### config.mk
export PLATFORM = sky130hd
export DESIGN_NAME = ahbl_i2s_rx_fifo_flat
export DESIGN_NICKNAME = d
export VERILOG_FILES = /design/src/rtl/ahbl_i2s_rx_fifo_if.sv /design/src/rtl/ahbl_i2s_rx_fifo.sv /design/src/flat_wrapper.sv
export SDC_FILE = /design/constraint.sdc
export NUM_CORES = 1
export LEC_CHECK = 0
export ABC_AREA = 1
export CAP_MARGIN = 25
export CORE_AREA = 2 2 177 213
export DETAILED_ROUTE_END_ITERATION = 7
export DIE_AREA = 0 0 179 215
export GPL_ROUTABILITY_DRIVEN = 0
export PLACE_DENSITY = 0.55
export SLEW_MARGIN = 20
export SYNTH_ARGS = -nofsm -noshare
export SYNTH_HDL_FRONTEND = slang
export SYNTH_SLANG_ARGS = --single-unit
### constraint.sdc
create_clock -name HCLK -period 5.8 [get_ports HCLK]
set_input_delay 0.58 -clock HCLK [delete_from_list [all_inputs] [get_ports HCLK]]
set_output_delay 0.58 -clock HCLK [all_outputs]
set_load 0.03 [all_outputs]
### src/rtl/ahbl_i2s_rx_fifo_if.sv
// AHB-Lite slave-side bus bundle for the I2S receiver.
// The master modport is the bus side; the slave modport is the peripheral side.
interface ahbl_i2s_rx_fifo_if;
  logic        HSEL;
  logic        HREADY;
  logic        HWRITE;
  logic [31:0] HADDR;
  logic [1:0]  HTRANS;
  logic [2:0]  HSIZE;
  logic [31:0] HWDATA;
  logic [31:0] HRDATA;
  logic        HREADYOUT;

  modport master (
    output HSEL, HREADY, HWRITE, HADDR, HTRANS, HSIZE, HWDATA,
    input  HRDATA, HREADYOUT
  );

  modport slave (
    input  HSEL, HREADY, HWRITE, HADDR, HTRANS, HSIZE, HWDATA,
    output HRDATA, HREADYOUT
  );
endinterface

### src/rtl/ahbl_i2s_rx_fifo.sv
// AHB-Lite I2S microphone receiver: generates SCK/WS, captures SAMPLE_W-bit slots
// and buffers them in a FIFO with level and overrun interrupts.
module ahbl_i2s_rx_fifo #(
  parameter int unsigned SAMPLE_W   = 24,
  parameter int unsigned FIFO_DEPTH = 8
) (
  input  logic              HCLK,
  input  logic              HRESETn,
  ahbl_i2s_rx_fifo_if.slave bus,
  input  logic              SD,
  output logic              SCK,
  output logic              WS,
  output logic              IRQ
);
  localparam int unsigned PtrW    = (FIFO_DEPTH > 1) ? $clog2(FIFO_DEPTH) : 1;
  localparam int unsigned LvlW    = PtrW + 1;
  localparam logic [4:0]  LastBit = 5'(SAMPLE_W);

  localparam logic [7:0] AddrCtrl   = 8'h00;
  localparam logic [7:0] AddrPresc  = 8'h04;
  localparam logic [7:0] AddrStatus = 8'h08;
  localparam logic [7:0] AddrData   = 8'h0C;
  localparam logic [7:0] AddrThresh = 8'h10;
  localparam logic [7:0] AddrIm     = 8'h14;

  logic [7:0]          addr_q;
  logic                wr_q, rd_q;
  logic                en_q, sext_q, ovr_q, irq_q;
  logic [1:0]          chmode_q, im_q;
  logic [7:0]          presc_q;
  logic [6:0]          thresh_q;
  logic [7:0]          div_q;
  logic                sck_q;
  logic [5:0]          bit_q;
  logic [SAMPLE_W-1:0] shift_q, push_data_q;
  logic                push_q;
  logic [SAMPLE_W-1:0] mem_q [FIFO_DEPTH];
  logic [PtrW-1:0]     wptr_q, rptr_q;
  logic [LvlW-1:0]     level_q;

  logic wr_ctrl, wr_presc, wr_status, wr_thresh, wr_im, flush;
  logic tc, rise, fall, slot_en;
  logic empty, full, pop, do_push, ovr_set;
  logic [6:0] level7;
  logic [SAMPLE_W-1:0] head;
  logic [31:0] head_ext;
  logic unused_bits;

  assign unused_bits = ^{bus.HADDR[31:8], bus.HTRANS[0], bus.HSIZE, bus.HWDATA[31:8]};

  // Address phase is captured here; the access itself happens in the next cycle.
  always_ff @(posedge HCLK or negedge HRESETn) begin
    if (!HRESETn) begin
      addr_q <= '0;
      wr_q   <= 1'b0;
      rd_q   <= 1'b0;
    end else begin
      wr_q <= bus.HREADY & bus.HSEL & bus.HTRANS[1] & bus.HWRITE;
      rd_q <= bus.HREADY & bus.HSEL & bus.HTRANS[1] & ~bus.HWRITE;
      if (bus.HREADY) addr_q <= bus.HADDR[7:0];
    end
  end

  assign wr_ctrl   = wr_q & (addr_q == AddrCtrl);
  assign wr_presc  = wr_q & (addr_q == AddrPresc);
  assign wr_status = wr_q & (addr_q == AddrStatus);
  assign wr_thresh = wr_q & (addr_q == AddrThresh);
  assign wr_im     = wr_q & (addr_q == AddrIm);
  assign flush     = wr_ctrl & bus.HWDATA[4];

  always_ff @(posedge HCLK or negedge HRESETn) begin
    if (!HRESETn) begin
      en_q     <= 1'b0;
      chmode_q <= '0;
      sext_q   <= 1'b0;
      presc_q  <= '0;
      thresh_q <= '0;
      im_q     <= '0;
      ovr_q    <= 1'b0;
      irq_q    <= 1'b0;
    end else begin
      if (wr_ctrl) begin
        en_q     <= bus.HWDATA[0];
        chmode_q <= bus.HWDATA[2:1];
        sext_q   <= bus.HWDATA[3];
      end
      if (wr_presc && !en_q) presc_q <= bus.HWDATA[7:0];
      if (wr_thresh) thresh_q <= bus.HWDATA[6:0];
      if (wr_im) im_q <= bus.HWDATA[1:0];
      // A fresh overrun beats a concurrent write-1-to-clear.
      if (ovr_set) ovr_q <= 1'b1;
      else if (wr_status && bus.HWDATA[2]) ovr_q <= 1'b0;
      irq_q <= (im_q[0] & (level7 >= thresh_q) & (thresh_q != '0)) | (im_q[1] & ovr_q);
    end
  end

  assign tc   = (div_q == presc_q);
  assign rise = en_q & tc & ~sck_q;
  assign fall = en_q & tc & sck_q;

  always_comb begin
    case (chmode_q)
      2'b01:   slot_en = bit_q[5];
      2'b10:   slot_en = 1'b1;
      default: slot_en = ~bit_q[5];
    endcase
  end

  // Slot bit 0 carries the previous slot's trailing bit, so capture starts at bit 1.
  always_ff @(posedge HCLK or negedge HRESETn) begin
    if (!HRESETn) begin
      div_q       <= '0;
      sck_q       <= 1'b0;
      bit_q       <= '0;
      shift_q     <= '0;
      push_q      <= 1'b0;
      push_data_q <= '0;
    end else begin
      if (!en_q) begin
        div_q   <= '0;
        sck_q   <= 1'b0;
        bit_q   <= '0;
        shift_q <= '0;
      end else begin
        div_q <= tc ? 8'd0 : div_q + 8'd1;
        if (tc) sck_q <= ~sck_q;
        if (fall) bit_q <= bit_q + 6'd1;
        if (rise && (bit_q[4:0] != 5'd0) && (bit_q[4:0] <= LastBit)) begin
          shift_q <= {shift_q[SAMPLE_W-2:0], SD};
        end
      end
      push_q      <= rise & (bit_q[4:0] == LastBit) & slot_en;
      push_data_q <= {shift_q[SAMPLE_W-2:0], SD};
    end
  end

  assign level7  = 7'(level_q);
  assign empty   = (level_q == '0);
  assign full    = (level_q == LvlW'(FIFO_DEPTH));
  assign pop     = rd_q & (addr_q == AddrData) & ~empty;
  assign do_push = push_q & (~full | pop) & ~flush;
  assign ovr_set = push_q & full & ~pop & ~flush;

  always_ff @(posedge HCLK or negedge HRESETn) begin
    if (!HRESETn) begin
      wptr_q  <= '0;
      rptr_q  <= '0;
      level_q <= '0;
    end else if (flush) begin
      wptr_q  <= '0;
      rptr_q  <= '0;
      level_q <= '0;
    end else begin
      if (do_push) wptr_q <= wptr_q + PtrW'(1);
      if (pop) rptr_q <= rptr_q + PtrW'(1);
      if (do_push && !pop) level_q <= level_q + LvlW'(1);
      else if (pop && !do_push) level_q <= level_q - LvlW'(1);
    end
  end

  always_ff @(posedge HCLK) begin
    if (do_push) mem_q[wptr_q] <= push_data_q;
  end

  assign head     = mem_q[rptr_q];
  assign head_ext = empty ? 32'd0 : {{(32 - SAMPLE_W){sext_q & head[SAMPLE_W-1]}}, head};

  always_comb begin
    case (addr_q)
      AddrCtrl:   bus.HRDATA = {28'd0, sext_q, chmode_q, en_q};
      AddrPresc:  bus.HRDATA = {24'd0, presc_q};
      AddrStatus: bus.HRDATA = {17'd0, level7, 5'd0, ovr_q, full, empty};
      AddrData:   bus.HRDATA = head_ext;
      AddrThresh: bus.HRDATA = {25'd0, thresh_q};
      AddrIm:     bus.HRDATA = {30'd0, im_q};
      default:    bus.HRDATA = 32'hBADD_BEEF;
    endcase
  end

  assign bus.HREADYOUT = 1'b1;
  assign SCK = sck_q;
  assign WS  = bit_q[5];
  assign IRQ = irq_q;
endmodule
### src/flat_wrapper.sv
// flat-port wrapper written by rule: the top's interface ports become plain ports
module ahbl_i2s_rx_fifo_flat 
#(
  parameter int unsigned SAMPLE_W   = 24,
  parameter int unsigned FIFO_DEPTH = 8
)
  (HCLK, HRESETn, SD, SCK, WS, IRQ, bus_HSEL, bus_HREADY, bus_HWRITE, bus_HADDR, bus_HTRANS, bus_HSIZE, bus_HWDATA, bus_HRDATA, bus_HREADYOUT);
  ahbl_i2s_rx_fifo_if bus_i ();
  input  logic HCLK;
  input  logic HRESETn;
  input  logic SD;
  output logic SCK;
  output logic WS;
  output logic IRQ;
  input wire logic [$bits(bus_i.HSEL)-1:0] bus_HSEL;
  input wire logic [$bits(bus_i.HREADY)-1:0] bus_HREADY;
  input wire logic [$bits(bus_i.HWRITE)-1:0] bus_HWRITE;
  input wire logic [$bits(bus_i.HADDR)-1:0] bus_HADDR;
  input wire logic [$bits(bus_i.HTRANS)-1:0] bus_HTRANS;
  input wire logic [$bits(bus_i.HSIZE)-1:0] bus_HSIZE;
  input wire logic [$bits(bus_i.HWDATA)-1:0] bus_HWDATA;
  output wire logic [$bits(bus_i.HRDATA)-1:0] bus_HRDATA;
  output wire logic [$bits(bus_i.HREADYOUT)-1:0] bus_HREADYOUT;
  assign bus_i.HSEL = bus_HSEL;
  assign bus_i.HREADY = bus_HREADY;
  assign bus_i.HWRITE = bus_HWRITE;
  assign bus_i.HADDR = bus_HADDR;
  assign bus_i.HTRANS = bus_HTRANS;
  assign bus_i.HSIZE = bus_HSIZE;
  assign bus_i.HWDATA = bus_HWDATA;
  assign bus_HRDATA = bus_i.HRDATA;
  assign bus_HREADYOUT = bus_i.HREADYOUT;
  ahbl_i2s_rx_fifo #(.SAMPLE_W(SAMPLE_W), .FIFO_DEPTH(FIFO_DEPTH)) u_core (.HCLK(HCLK), .HRESETn(HRESETn), .bus(bus_i), .SD(SD), .SCK(SCK), .WS(WS), .IRQ(IRQ));
endmodule
==> metrics.txt <==
status=finished, final reports clean; Setup Skew=roughly 0.013 ns; crit-path cells=nor2_2, nand3_2, nor2_1, nand2_1, inv_1, buf_4, nand3_1, nand3_1, clkdlybuf4s50_1; CP Capture Type=output pin; CTS max path bufs=3; Synthesis Warnings=0; H-tree depth=1; PnR worst setup slack=about 1.3 ns; CP dominant cell by count=nand3_1; Layout area overhead=16.26%; vias in the first global route=roughly 8000; Rows=77; #FFs+latches synth=slightly below 300; commonest non-fill, non-tap cell in the layout=edfxtp_1; final hold viol count=0; Worst Path Required=about 5.2 ns; Total Routed Length=30430 um; RSZ-0062 raised after global routing=no; nets=1300; Syn Area/Cell=10.86 um2; Worst Hold Class=primary input to async pin; Synth Cell Area=approximately 13000 um2; Worst R2R Start=u_core.addr_q[7]; TritonRoute pass-1 iters=5; DIE AREA=roughly 38000 um2; clk root buf=clkbuf_16; first-pass GRT wire length=approximately 48000 um; Clock transition at path regs=around 0.060 ns; synth unique cells=37; Port Buffers=between 50 and 60; I/O pins=111; CP max FO=12; clock sinks=a little under 300; pwr dens=~320 nW/um2; DR vias/cell=about 4.9; Worst EP arrival=a little under 4 ns; Die Height=215 um; time the worst path needs with I/O delays and setup=between 4 and 5 ns; Routed Antenna Nets=0; CP Buf/Inv Count=3; WL/cell=about 18 um; Critical Path Max Stage Delay=a little under 0.7 ns; Area contributors post-synth=edfxtp_1 46%, dfrtp_1 21%, nor2_1 5.7%; CTS tree=done; placed cells=~1700; most frequent cells in the layout=192 x edfxtp_1, 182 x nor2_1, 174 x nand2_1; dpl hpwl=about 19000 um; startpoint types=register; Setup Fix Bufs, Post-CTS=0; via count=~8400; Max VDD drop=between 0.00015 and 0.0002 V; Post-CTS Resized=0; n_diodes=0; share of layout cells above drive strength 1=under 10%; largest area contributor in the netlist=edfxtp_1; CTS Buf Count=30; Synth top area share=between 40% and 50%; Die Wd=around 180 um; r2r setup slk=approximately 2.7 ns; Clock Latency Late Sink=0.57 ns; post-place setup slack=about 1.7 ns; TNS Setup=0 ns; Max stage delay cell, worst path=clkdlybuf4s50_1; critical path type=register to output pin; crit share post-route=about four fifths; R2R Path End=u_core.mem_q[7][1]; pin slew with the least headroom to its limit=between 0.9 and 1 ns; worst-case reg-to-reg path depth=8; hold buffers post-CTS=0; leakage=0.006364 uW; DRC viols=0; total gr overflow=0; f_max=between 0.2 and 0.25 GHz; Post-Syn Nets=approximately 1300; sequential fraction of the synthesis area=approximately two thirds; Crit path max-delay family=buffers and inverters; initial antenna violation count=0; final max-slew violation count=0; post-route insts no fill=between 1500 and 2000; maxcap violations=0; core area=between 30000 and 40000 um2; largest net degree at the start of global routing=99; Total Routing Usage GR=between 10% and 20%; drt initial violations=about 780; final setup violating endpoints=0; initial core utilization=around 35%; Mapped Cells=1162; relative slew slack=~37%
flip-flops by register name, summed over array words and instances (netlist names):
signal and cells:
u_core.bit_q 6, u_core.level_q 4, u_core.rptr_q 3, u_core.sext_q 1, u_core.mem_q 192, u_core.im_q 2
u_core.push_data_q 24, u_core.IRQ 1, u_core.div_q 8, u_core.wptr_q 3, u_core.en_q 1, u_core.chmode_q 2
u_core.thresh_q 7, u_core.presc_q 8, u_core.addr_q 8, u_core.push_q 1, u_core.ovr_q 1, u_core.shift_q 23
u_core.rd_q 1, u_core.wr_q 1, u_core.SCK 1
final cells by class:
cell class | count | area, um2
Sequential cell | 298 | 8421
Multi-Input combinational cell | 716 | 3575
Tap cell | 474 | 593.1
Fill cell | 3501 | 21840
Clock buffer | 35 | 812.0
Timing Repair Buffer | 77 | 750.7
Inverter | 87 | 326.6
Clock inverter | 21 | 192.7
how the worst max path moves through the flow:
stage                          end              from  cells after the start
finish               bus_HRDATA[0]  u_core.addr_q[7]                      9
CTS                  bus_HRDATA[4]  u_core.addr_q[7]                      9
global placement    bus_HRDATA[25]  u_core.rptr_q[1]                      7
floorplan           bus_HRDATA[27]  u_core.addr_q[7]                      8
detailed placement   bus_HRDATA[4]  u_core.addr_q[7]                      9
global route        bus_HRDATA[29]  u_core.addr_q[7]                      8
worst register-to-register path: cells and delay by family (launching register included):
| kind | cells | cell delay, ns |
|---|---|---|
| and+or+nand+nor | 7 | 1.93 |
| DFF | 1 | 0.40 |
| buffers and inverters | 1 | 0.42 |
through the flow:
step                hold slack, ns  cell area, um2  total power (uW)  utilization (%)
finish                    0.009728           14670              4647            40.18
global placement            0.3569           13620              2734            37.30
global route               0.04942           14670              4832            40.18
detailed placement          0.3629           13650              2740            37.37
CTS                        0.02338           14650              4687            40.12
floorplan                   0.2844           12620              2622                -
cells in the mapped netlist (all sizes together):
cell type,instances
o221ai,6
nand3,84
nor3,5
o211ai,26
a211o,1
mux2,4
nand2,176
o22ai,8
o21ai,144
clkinv,1
xnor2,4
nor2,198
o31ai,1
clkbuf,23
dfrtp,106
xor2,5
inv,86
conb,1
nand4,22
ha,14
edfxtp,192
fa,1
nor4b,1
buf,38
a21oi,15
per-layer routing:
layer | GRT usage [%] | routed length (um) | vias up
li1 | - | - | 4089
met1 | 20.60 | 13080 | 4108
met2 | 28.31 | 15560 | 140
met3 | 1.964 | 1110 | 39
met4 | 4.634 | 686 | 0
met5 | 0 | 0 | -
cell families after synthesis:
logic type	after synthesis	synth area share, %
multiplexers	4	0.3569
XOR/XNOR	9	0.6246
AND/OR/NAND/NOR	486	16.52
flip-flops	298	66.71
other	1	0.02972
adder cells (fa/ha/maj)	15	1.547
AO/OA/AOI/OAI	201	9.093
buffers and inverters	148	5.116
where the power goes:
part	switching (uW)	internal, uW
logic	212	127
registers	54.9	2300
clock network	851	1100
Power figures use the tool's default switching activity.
